**config.mk**
```make
export PLATFORM = sky130hd
export DESIGN_NAME = apb_bridge_ctrl
export DESIGN_NICKNAME = d
export VERILOG_FILES = /design/src/rtl/apb_bridge_ctrl.sv
export SDC_FILE = /design/constraint.sdc
export NUM_CORES = 1
export LEC_CHECK = 0
export BUFFER_PORTS_ARGS = -buffer_cell sky130_fd_sc_hd__buf_2
export CORE_UTILIZATION = 40
export CTS_CLUSTER_SIZE = 16
export DETAILED_ROUTE_END_ITERATION = 8
export HOLD_SLACK_MARGIN = 0.08
export PLACE_DENSITY_LB_ADDON = 0.15
export SETUP_SLACK_MARGIN = 0.15
export SLEW_MARGIN = 10
export SYNTH_ARGS = -nofsm -noshare
export SYNTH_HDL_FRONTEND = slang
export SYNTH_SLANG_ARGS = --single-unit
```
**constraint.sdc**
```tcl
create_clock -name clk -period 2.5 [get_ports clk]
set_clock_uncertainty 0.1 [all_clocks]
set_input_delay 0.125 -clock clk [delete_from_list [all_inputs] [get_ports clk]]
set_output_delay 0.125 -clock clk [all_outputs]
set_load 0.05 [all_outputs]
```
**src/rtl/apb_bridge_ctrl.sv**
```systemverilog
// APB master controller: valid/ready requests in, APB SETUP/ACCESS transfers out, with slave decode and wait-state timeout.
// Define APB_BRIDGE_CTRL_PIPE_EN to add a one-entry request buffer for back-to-back transfers.
module apb_bridge_ctrl #(
  parameter int ADDR_W  = 32,
  parameter int DATA_W  = 32,
  parameter int NSLV    = 4,
  parameter int TIMEOUT = 16
) (
  input  logic              clk,
  input  logic              rst,
  input  logic              req_valid,
  output logic              req_ready,
  input  logic              req_write,
  input  logic [ADDR_W-1:0] req_addr,
  input  logic [DATA_W-1:0] req_wdata,
  output logic              rsp_valid,
  output logic [DATA_W-1:0] rsp_rdata,
  output logic              rsp_err,
  output logic [NSLV-1:0]   Pselx,
  output logic              Penable,
  output logic              Pwrite,
  output logic [ADDR_W-1:0] Paddr,
  output logic [DATA_W-1:0] Pwdata,
  input  logic [DATA_W-1:0] Prdata,
  input  logic              Pready,
  input  logic              Pslverr
);

  localparam int SEL_W = (NSLV > 1) ? $clog2(NSLV) : 1;
  localparam int CNT_W = (TIMEOUT > 0) ? $clog2(TIMEOUT + 1) : 1;

  typedef enum logic [1:0] {
    S_IDLE   = 2'd0,
    S_SETUP  = 2'd1,
    S_ACCESS = 2'd2,
    S_DERR   = 2'd3
  } state_t;

  state_t            state_q, state_d;

  logic [NSLV-1:0]   pselx_q, pselx_d;
  logic              penable_q, penable_d;
  logic              pwrite_q, pwrite_d;
  logic [ADDR_W-1:0] paddr_q, paddr_d;
  logic [DATA_W-1:0] pwdata_q, pwdata_d;
  logic              rsp_valid_q, rsp_valid_d;
  logic [DATA_W-1:0] rsp_rdata_q, rsp_rdata_d;
  logic              rsp_err_q, rsp_err_d;
  logic [CNT_W-1:0]  wait_cnt_q, wait_cnt_d;

  logic              accept;
  logic              launch;
  logic              src_valid;
  logic              src_write;
  logic [ADDR_W-1:0] src_addr;
  logic [DATA_W-1:0] src_wdata;
  logic [SEL_W-1:0]  src_idx;
  logic [NSLV-1:0]   sel_onehot;
  logic              decode_ok;
  logic              timeout_hit;

  assign accept = req_valid & req_ready;

`ifdef APB_BRIDGE_CTRL_PIPE_EN
  logic              buf_valid_q, buf_valid_d;
  logic              buf_write_q;
  logic [ADDR_W-1:0] buf_addr_q;
  logic [DATA_W-1:0] buf_wdata_q;
  logic              buf_store;

  // The buffered request always has priority; the buffer only fills when nothing is launched that cycle.
  assign src_valid   = buf_valid_q | accept;
  assign src_write   = buf_valid_q ? buf_write_q : req_write;
  assign src_addr    = buf_valid_q ? buf_addr_q  : req_addr;
  assign src_wdata   = buf_valid_q ? buf_wdata_q : req_wdata;
  assign buf_store   = accept & ~launch;
  assign buf_valid_d = buf_store | (buf_valid_q & ~launch);

  always_ff @(posedge clk or negedge rst) begin
    if (!rst) begin
      buf_valid_q <= 1'b0;
      buf_write_q <= 1'b0;
      buf_addr_q  <= '0;
      buf_wdata_q <= '0;
    end else begin
      buf_valid_q <= buf_valid_d;
      if (buf_store) begin
        buf_write_q <= req_write;
        buf_addr_q  <= req_addr;
        buf_wdata_q <= req_wdata;
      end
    end
  end

  assign req_ready = rst & ~buf_valid_q & (state_q != S_DERR);
`else
  assign src_valid = accept;
  assign src_write = req_write;
  assign src_addr  = req_addr;
  assign src_wdata = req_wdata;
  assign req_ready = rst & (state_q == S_IDLE);
`endif

  assign src_idx = src_addr[ADDR_W-1 -: SEL_W];

  // Indices at or above NSLV match no select bit, which doubles as the decode-error test.
  for (genvar gi = 0; gi < NSLV; gi++) begin : g_sel
    assign sel_onehot[gi] = (src_idx == SEL_W'(gi));
  end
  assign decode_ok = |sel_onehot;

  assign timeout_hit = (TIMEOUT != 0) && (wait_cnt_q == CNT_W'(TIMEOUT));

  always_ff @(posedge clk or negedge rst) begin
    if (!rst) begin
      state_q     <= S_IDLE;
      pselx_q     <= '0;
      penable_q   <= 1'b0;
      pwrite_q    <= 1'b0;
      paddr_q     <= '0;
      pwdata_q    <= '0;
      rsp_valid_q <= 1'b0;
      rsp_rdata_q <= '0;
      rsp_err_q   <= 1'b0;
      wait_cnt_q  <= '0;
    end else begin
      state_q     <= state_d;
      pselx_q     <= pselx_d;
      penable_q   <= penable_d;
      pwrite_q    <= pwrite_d;
      paddr_q     <= paddr_d;
      pwdata_q    <= pwdata_d;
      rsp_valid_q <= rsp_valid_d;
      rsp_rdata_q <= rsp_rdata_d;
      rsp_err_q   <= rsp_err_d;
      wait_cnt_q  <= wait_cnt_d;
    end
  end

  always_comb begin
    state_d = state_q;
    launch  = 1'b0;
    case (state_q)
      S_IDLE: begin
        if (src_valid) launch = 1'b1;
      end
      S_SETUP: state_d = S_ACCESS;
      S_ACCESS: begin
        if (Pready) begin
          state_d = S_IDLE;
`ifdef APB_BRIDGE_CTRL_PIPE_EN
          if (src_valid) launch = 1'b1;
`endif
        end else if (timeout_hit) begin
          state_d = S_IDLE;
        end
      end
      S_DERR:  state_d = S_IDLE;
      default: state_d = S_IDLE;
    endcase
    if (launch) state_d = decode_ok ? S_SETUP : S_DERR;
  end

  always_comb begin
    pselx_d     = pselx_q;
    penable_d   = penable_q;
    pwrite_d    = pwrite_q;
    paddr_d     = paddr_q;
    pwdata_d    = pwdata_q;
    rsp_valid_d = 1'b0;
    rsp_rdata_d = '0;
    rsp_err_d   = 1'b0;
    wait_cnt_d  = wait_cnt_q;
    case (state_q)
      S_SETUP: penable_d = 1'b1;
      S_ACCESS: begin
        if (Pready) begin
          rsp_valid_d = 1'b1;
          rsp_err_d   = Pslverr;
          rsp_rdata_d = (pwrite_q | Pslverr) ? '0 : Prdata;
          pselx_d     = '0;
          penable_d   = 1'b0;
        end else if (timeout_hit) begin
          rsp_valid_d = 1'b1;
          rsp_err_d   = 1'b1;
          pselx_d     = '0;
          penable_d   = 1'b0;
        end else if (TIMEOUT != 0) begin
          wait_cnt_d = wait_cnt_q + CNT_W'(1);
        end
      end
      S_DERR: begin
        rsp_valid_d = 1'b1;
        rsp_err_d   = 1'b1;
      end
      default: ;
    endcase
    if (launch) begin
      paddr_d    = src_addr;
      pwrite_d   = src_write;
      pwdata_d   = src_write ? src_wdata : '0;
      pselx_d    = sel_onehot;
      penable_d  = 1'b0;
      wait_cnt_d = '0;
    end
  end

  assign Pselx     = pselx_q;
  assign Penable   = penable_q;
  assign Pwrite    = pwrite_q;
  assign Paddr     = paddr_q;
  assign Pwdata    = pwdata_q;
  assign rsp_valid = rsp_valid_q;
  assign rsp_rdata = rsp_rdata_q;
  assign rsp_err   = rsp_err_q;

endmodule
```
==> results.cfg, run 1 <==
[placement]
hpwl_um = 7380
preCtsSetupSlack_ns = 0.564
gp_congestion = 0.752
dp.cells = 748
place_area_um2 = 5440
io_buffers = 206

[sta]
maxSlewViolCount = 0
min_period_over_period_pct = 85.0
worst_slew_pin_slew_ns = 0.735
hold_viol = 0
fmax_mhz = 470
setup_viol = 0
tns_ns = 0
holdWs_ns = 0.162
rsz0062_at_grt = false
finalWorstSetupSlack_ns = 0.374
fin_crit_ns = 2.13
relSlewSlack_pct = 51.0

[logic_synthesis]
async_flop_share_pct = 100
yosysWarnings = 0
synth-seq-cells = 111
yosysTopAreaCell = dfrtp_1
synth.distinct_cells = 28
synth_top_area_share_pct = 64.6
synth_area_leaders = dfrtp_1 (65%), nand2_1 (14%), and2_1 (4.8%), nand3_1 (4.2%), ha_1 (1.7%)
synth_top_flop_cell = dfrtp_1
synth_edf_count = 0
yosysMostFrequentCell = nand2_1
syn_area_per_cell_um2 = 10.2
synth_common_cells = nand2_1 (166), dfrtp_1 (111), nand3_1 (36)
ys_seq_area_share_pct = 64.6
synth_cells = 421
syn_area_um2 = 4300
syn_nets = 529

[setup_path]
endpoint_kind = primary output
r2r-start = wait_cnt_q[0]
startpoint_type = input pin
reg2regPathDepth = 6
reg2reg_slack_ns = 0.43
worstPathRequired_ns = 2.28
cp_common_cell = buf_4
critPathSlowestCell = dlygate4sd3_1
crit_chain = dlygate4sd3_1, buf_4, buf_4, and2_1, buf_2
crit_arrival_ns = 1.90
cp_max_fo = 54
max_stage_delay_ns = 0.58
critical_path_class = in -> out
r2r-end = Pselx[1]

[grt]
grt_use_total_pct = 21.9
antenna_found_initial = 0
grt_pass1_wl_um = 19300
grt_pass1_vias = 4031
grt_max_degree = 60
grt_overflow = 0

[clock_tree]
clock_sinks = 111
cts_setup_buffers = 0
h-tree-depth = 3
cts_buffers = 9
cts_tree = done
root_buffer = clkbuf_8
ctsLongestPathBuffers = 2
clkTransAtPathRegs_ns = 0.11
worstSkewPairLatency_ns = 0.37

[drt]
drt-initial-drc-count = 238
drc = 0
firstDrtPassIters = 6
routed_wl_um = 11700
dr_total_vias = 3977
drtAntennaViolNets = 0
via_per_inst = 4.60
wl_per_cell_um = 13.5

[power_and_ir_drop]
power.leakage_nw = 3.72
power_mw = 7.87
power_density_nw_per_um2 = 1190
ir_drop_mv = 1.10
comb_power_share_pct = 52.2
p_int_mw = 3.78
clkPwrFrac_pct = 12.4
seqPwrFrac_pct = 35.4
p_sw_share_pct = 52.0
p_sw_mw = 4.09

[status]
outcome = completed

[die]
die_h_um = 106
core_region_area_um2 = 10400
boundaryPins = 207
start_util_pct = 41.5
die_area_um2 = 11200
std_cell_rows = 37
die_w_um = 106

[finish]
final_cells = 864
design_area_um2 = 6630
num_antenna_cells = 0
final_nets = 831
final_util_pct = 63.9
fillers = 858
syn_to_final_growth_pct = 54.2
layout-drive-gt1-share_pct = 32.0

[hold_path]
hold_depth = 3
hp-class = in -> reg
min_from = req_write
hold_path_end = Pwrite

[job]
max_cap_violations = 0
==> sequential cells by signal, indices dropped and copies added (netlist names) <==
signal,flops
rsp_err,1
Penable,1
rsp_rdata,32
state_q,2
wait_cnt_q,5
Pwdata,32
rsp_valid,1
Pwrite,1
Pselx,4
Paddr,32
==> power groups by stage <==
stage	logic, mW	clock network [mW]	registers, mW
after CTS	4.12	1.02	2.78
after global routing	4.39	1.10	2.87
after detailed placement	4.00	0	2.80
final	4.11	0.975	2.79
after global placement	3.94	0	2.79
after floorplan	0.825	0	4.95
==> kinds of logic (layout without fill, tap and decap cells) <==
| group | Yosys count | after routing | share of synthesized area (%) |
|---|---|---|---|
| buf+inv | 29 | 336 | 3.43 |
| compound gates | 23 | 23 | 3.26 |
| fa+ha+maj | 6 | 6 | 1.75 |
| flops | 111 | 111 | 64.6 |
| simple gates | 252 | 252 | 27.0 |
==> worst max path at each step <==
stage,from,to,slack [ns]
5_1_grt,wait_cnt_q[0],Pselx[1],0.22
4_1_cts,state_q[0],Pselx[1],0.20
2_1_floorplan,state_q[0],wait_cnt_q[3],1.03
3_5_place_dp,state_q[0],Paddr[13],0.56
3_3_place_gp,state_q[1],Paddr[13],0.67
6_report,rst,req_ready,0.37
==> final cells by class <==
type / instances / area [um^2] / share of cell area (%)
Clock buffer: 11 / 131 / 1.98
Clock inverter: 5 / 43.8 / 0.661
Inverter: 6 / 22.5 / 0.340
Multi-Input combinational cell: 281 / 1390 / 20.9
Sequential cell: 111 / 2780 / 41.9
Tap cell: 136 / 170 / 2.57
Timing Repair Buffer: 314 / 2090 / 31.6
==> timing repair <==
action	4_1_cts	5_1_grt
endpoints found under the setup margin	0	1
gates resized for setup	0	1
hold buffers	100	0
endpoints found under the hold margin	154	0
==> routing by layer <==
layer  GRT usage [%]  vias to the layer above  wire length [um]
met2            37.0                      160              5780
met5               0                        -                 0
met3            5.44                       20               739
met4            7.24                        0               217
met1            27.5                     1863              4940
li1                -                     1934                 -
==> placed cells by master (no fill, tap or decap) <==
| cell type | count |
|---|---|
| nand2b_1 | 2 |
| dfrtp_1 | 111 |
| inv_1 | 6 |
| dlygate4sd3_1 | 100 |
| nand2_1 | 166 |
| inv_8 | 1 |
| or3_1 | 3 |
| nand4bb_1 | 1 |
| buf_2 | 205 |
| buf_4 | 9 |
| clkinvlp_4 | 2 |
| nand3_1 | 35 |
| nand2b_2 | 1 |
| clkbuf_8 | 9 |
| and2b_1 | 1 |
| clkinv_4 | 2 |
| o21ai_0 | 7 |
| a21oi_1 | 8 |
| a21o_1 | 2 |
| nand3_4 | 1 |
| o21bai_1 | 1 |
| nor4bb_4 | 1 |
| o32ai_1 | 4 |
| ha_1 | 6 |
| nand3b_1 | 3 |
| nor3b_4 | 1 |
| nor2_1 | 1 |
| and2_1 | 33 |
| or2_1 | 1 |
| and3_2 | 1 |
| clkbuf_1 | 2 |
| or2b_1 | 1 |
| o21a_1 | 1 |
==> worst max-delay path: cells and delay by family <==
| kind | cells | cell delay, ns |
|---|---|---|
| AND/OR/NAND/NOR | 1 | 0.23 |
| buffers and inverters | 4 | 1.54 |
Power figures use the tool's default switching activity.
==> inputs of run 2 (changes only) <==
--- a/config.mk
+++ b/config.mk
@@ -11,6 +11,7 @@
 export DETAILED_ROUTE_END_ITERATION = 8
 export HOLD_SLACK_MARGIN = 0.08
 export PLACE_DENSITY_LB_ADDON = 0.15
+export RECOVER_POWER = 25
 export SETUP_SLACK_MARGIN = 0.15
 export SLEW_MARGIN = 10
 export SYNTH_ARGS = -nofsm -noshare
==> constraint.sdc (replaced) <==
create_clock -name clk -period 2.6 [get_ports clk]
set_clock_uncertainty 0.1 [all_clocks]
set_input_delay 0.13 -clock clk [delete_from_list [all_inputs] [get_ports clk]]
set_output_delay 0.13 -clock clk [all_outputs]
set_load 0.05 [all_outputs]
==> results.cfg, run 2 (same netlist as run 1, synthesis figures left out) <==
[status]
outcome = completed

[placement]
gp_congestion = 0.759
place_area_um2 = 5440
io_buffers = 206
hpwl_um = 7470

[sta]
holdWs_ns = 0.165
relSlewSlack_pct = 44.5
worst_slew_pin_slew_ns = 0.833
setup_viol = 0
fmax_mhz = 455
maxSlewViolCount = 0
min_period_over_period_pct = 84.5
hold_viol = 0
tns_ns = 0
rsz0062_at_grt = false
fin_crit_ns = 2.20

[power_and_ir_drop]
ir_drop_mv = 0.865
p_sw_share_pct = 52.1
p_sw_mw = 3.95
seqPwrFrac_pct = 35.2
clkPwrFrac_pct = 12.7
power_mw = 7.57
power.leakage_nw = 3.58
comb_power_share_pct = 52.1
p_int_mw = 3.62
power_density_nw_per_um2 = 1150

[clock_tree]
clock_sinks = 111
cts_tree = done
cts_buffers = 9
root_buffer = clkbuf_8
cts_setup_buffers = 0
worstSkewPairLatency_ns = 0.37
clkTransAtPathRegs_ns = 0.10
h-tree-depth = 3
ctsLongestPathBuffers = 2

[grt]
grt_max_degree = 67
grt_pass1_wl_um = 19700
grt_overflow = 0
grt_pass1_vias = 4020
antenna_found_initial = 0
grt_use_total_pct = 22.4

[setup_path]
critical_path_class = in -> out
worstPathRequired_ns = 2.37
endpoint_kind = primary output
startpoint_type = input pin
critPathSlowestCell = buf_4
path_delay_family = buffers and inverters
crit_chain = dlygate4sd3_1, clkbuf_1, buf_4, and2_1, buf_2
max_stage_delay_ns = 0.54
cp_max_fo = 47
critPathBufInv = 4
crit_arrival_ns = 1.97

[die]
start_util_pct = 41.5
std_cell_rows = 37
die_w_um = 106
core_region_area_um2 = 10400
die_area_um2 = 11200
die_h_um = 106
boundaryPins = 207

[drt]
drt-initial-drc-count = 257
routed_wl_um = 11900
via_per_inst = 4.61
firstDrtPassIters = 5
drtAntennaViolNets = 0
dr_total_vias = 3983
wl_per_cell_um = 13.7
drc = 0

[finish]
final_nets = 831
syn_to_final_growth_pct = 53.2
final_common_cell = buf_2
num_antenna_cells = 0
final_cell_mix = buf_2 (169), nand2_1 (166), dfrtp_1 (111)
design_area_um2 = 6590
final_util_pct = 63.5
layout-drive-gt1-share_pct = 27.2

[job]
max_cap_violations = 0

[hold_path]
hp-class = in -> reg
-- run 2: cell types whose count changed in the layout (fill, tap and decap cells not counted), sizes merged --
cell and delta:
buf -37, clkinv +2, clkbuf +36, clkinvlp -1
-- run 2: cell type report --
type	count	area, um^2
fill	869	3780
sequential	111	2780
timing repair buffer	314	2050
multi-input combinational	281	1390
tap	136	170
clock buffer	10	138
clock inverter	6	43.8
inverter	6	22.5
-- run 2: final timing paths --
path / cells past startpoint / end / from / slack (ns)
hold / removal: 3 / Pwrite / req_write / 0.16
setup / recovery: 5 / req_ready / rst / 0.40
min in group asynchronous: 3 / Pwdata[16] / rst / 0.51
setup reg to reg: 5 / Pselx[1] / state_q[0] / 0.43
max in group asynchronous: 4 / rsp_rdata[1] / rst / 0.63
hold reg to reg: 2 / Pwdata[29] / Pwdata[29] / 0.37
-- run 2: worst reg2reg max path: cells and delay by family (launching register included) --
kind	cells	cell delay, ns
flip-flops	1	0.42
buffers and inverters	2	0.72
adder cells (fa/ha/maj)	1	0.25
AO/OA/AOI/OAI	1	0.34
AND/OR/NAND/NOR	1	0.29
-- run 2: repair_timing --
item | CTS | global route
hold buffers | 100 | 0
endpoints found under the hold margin | 147 | 0
gates resized for setup | 0 | 1
setup endpoints to repair | 0 | 1
-- run 2: routing by layer --
metal	GRT usage (%)	vias to the layer above	part of all wire, %
li1	-	1930	-
met1	28.3	1900	43
met2	37.8	138	50
met3	4.33	15	5.9
met4	9.23	0	1.6
met5	0	-	0
-- run 2: per-stage QoR --
step | setup slack (ns) | std cells
floorplan | 1.13 | 421
global placement | 0.753 | 748
detailed placement | 0.610 | 748
CTS | 0.236 | 864
global route | 0.241 | 864
finish | 0.404 | 864
-- run 2: power groups by stage --
stage                     logic [mW]  clock network, mW  registers, mW
after floorplan                0.793                  0           4.76
after global placement          3.80                  0           2.68
after detailed placement        3.86                  0           2.69
after CTS                       3.98               1.00           2.66
after global routing            4.21               1.06           2.75
final                           3.94              0.958           2.67
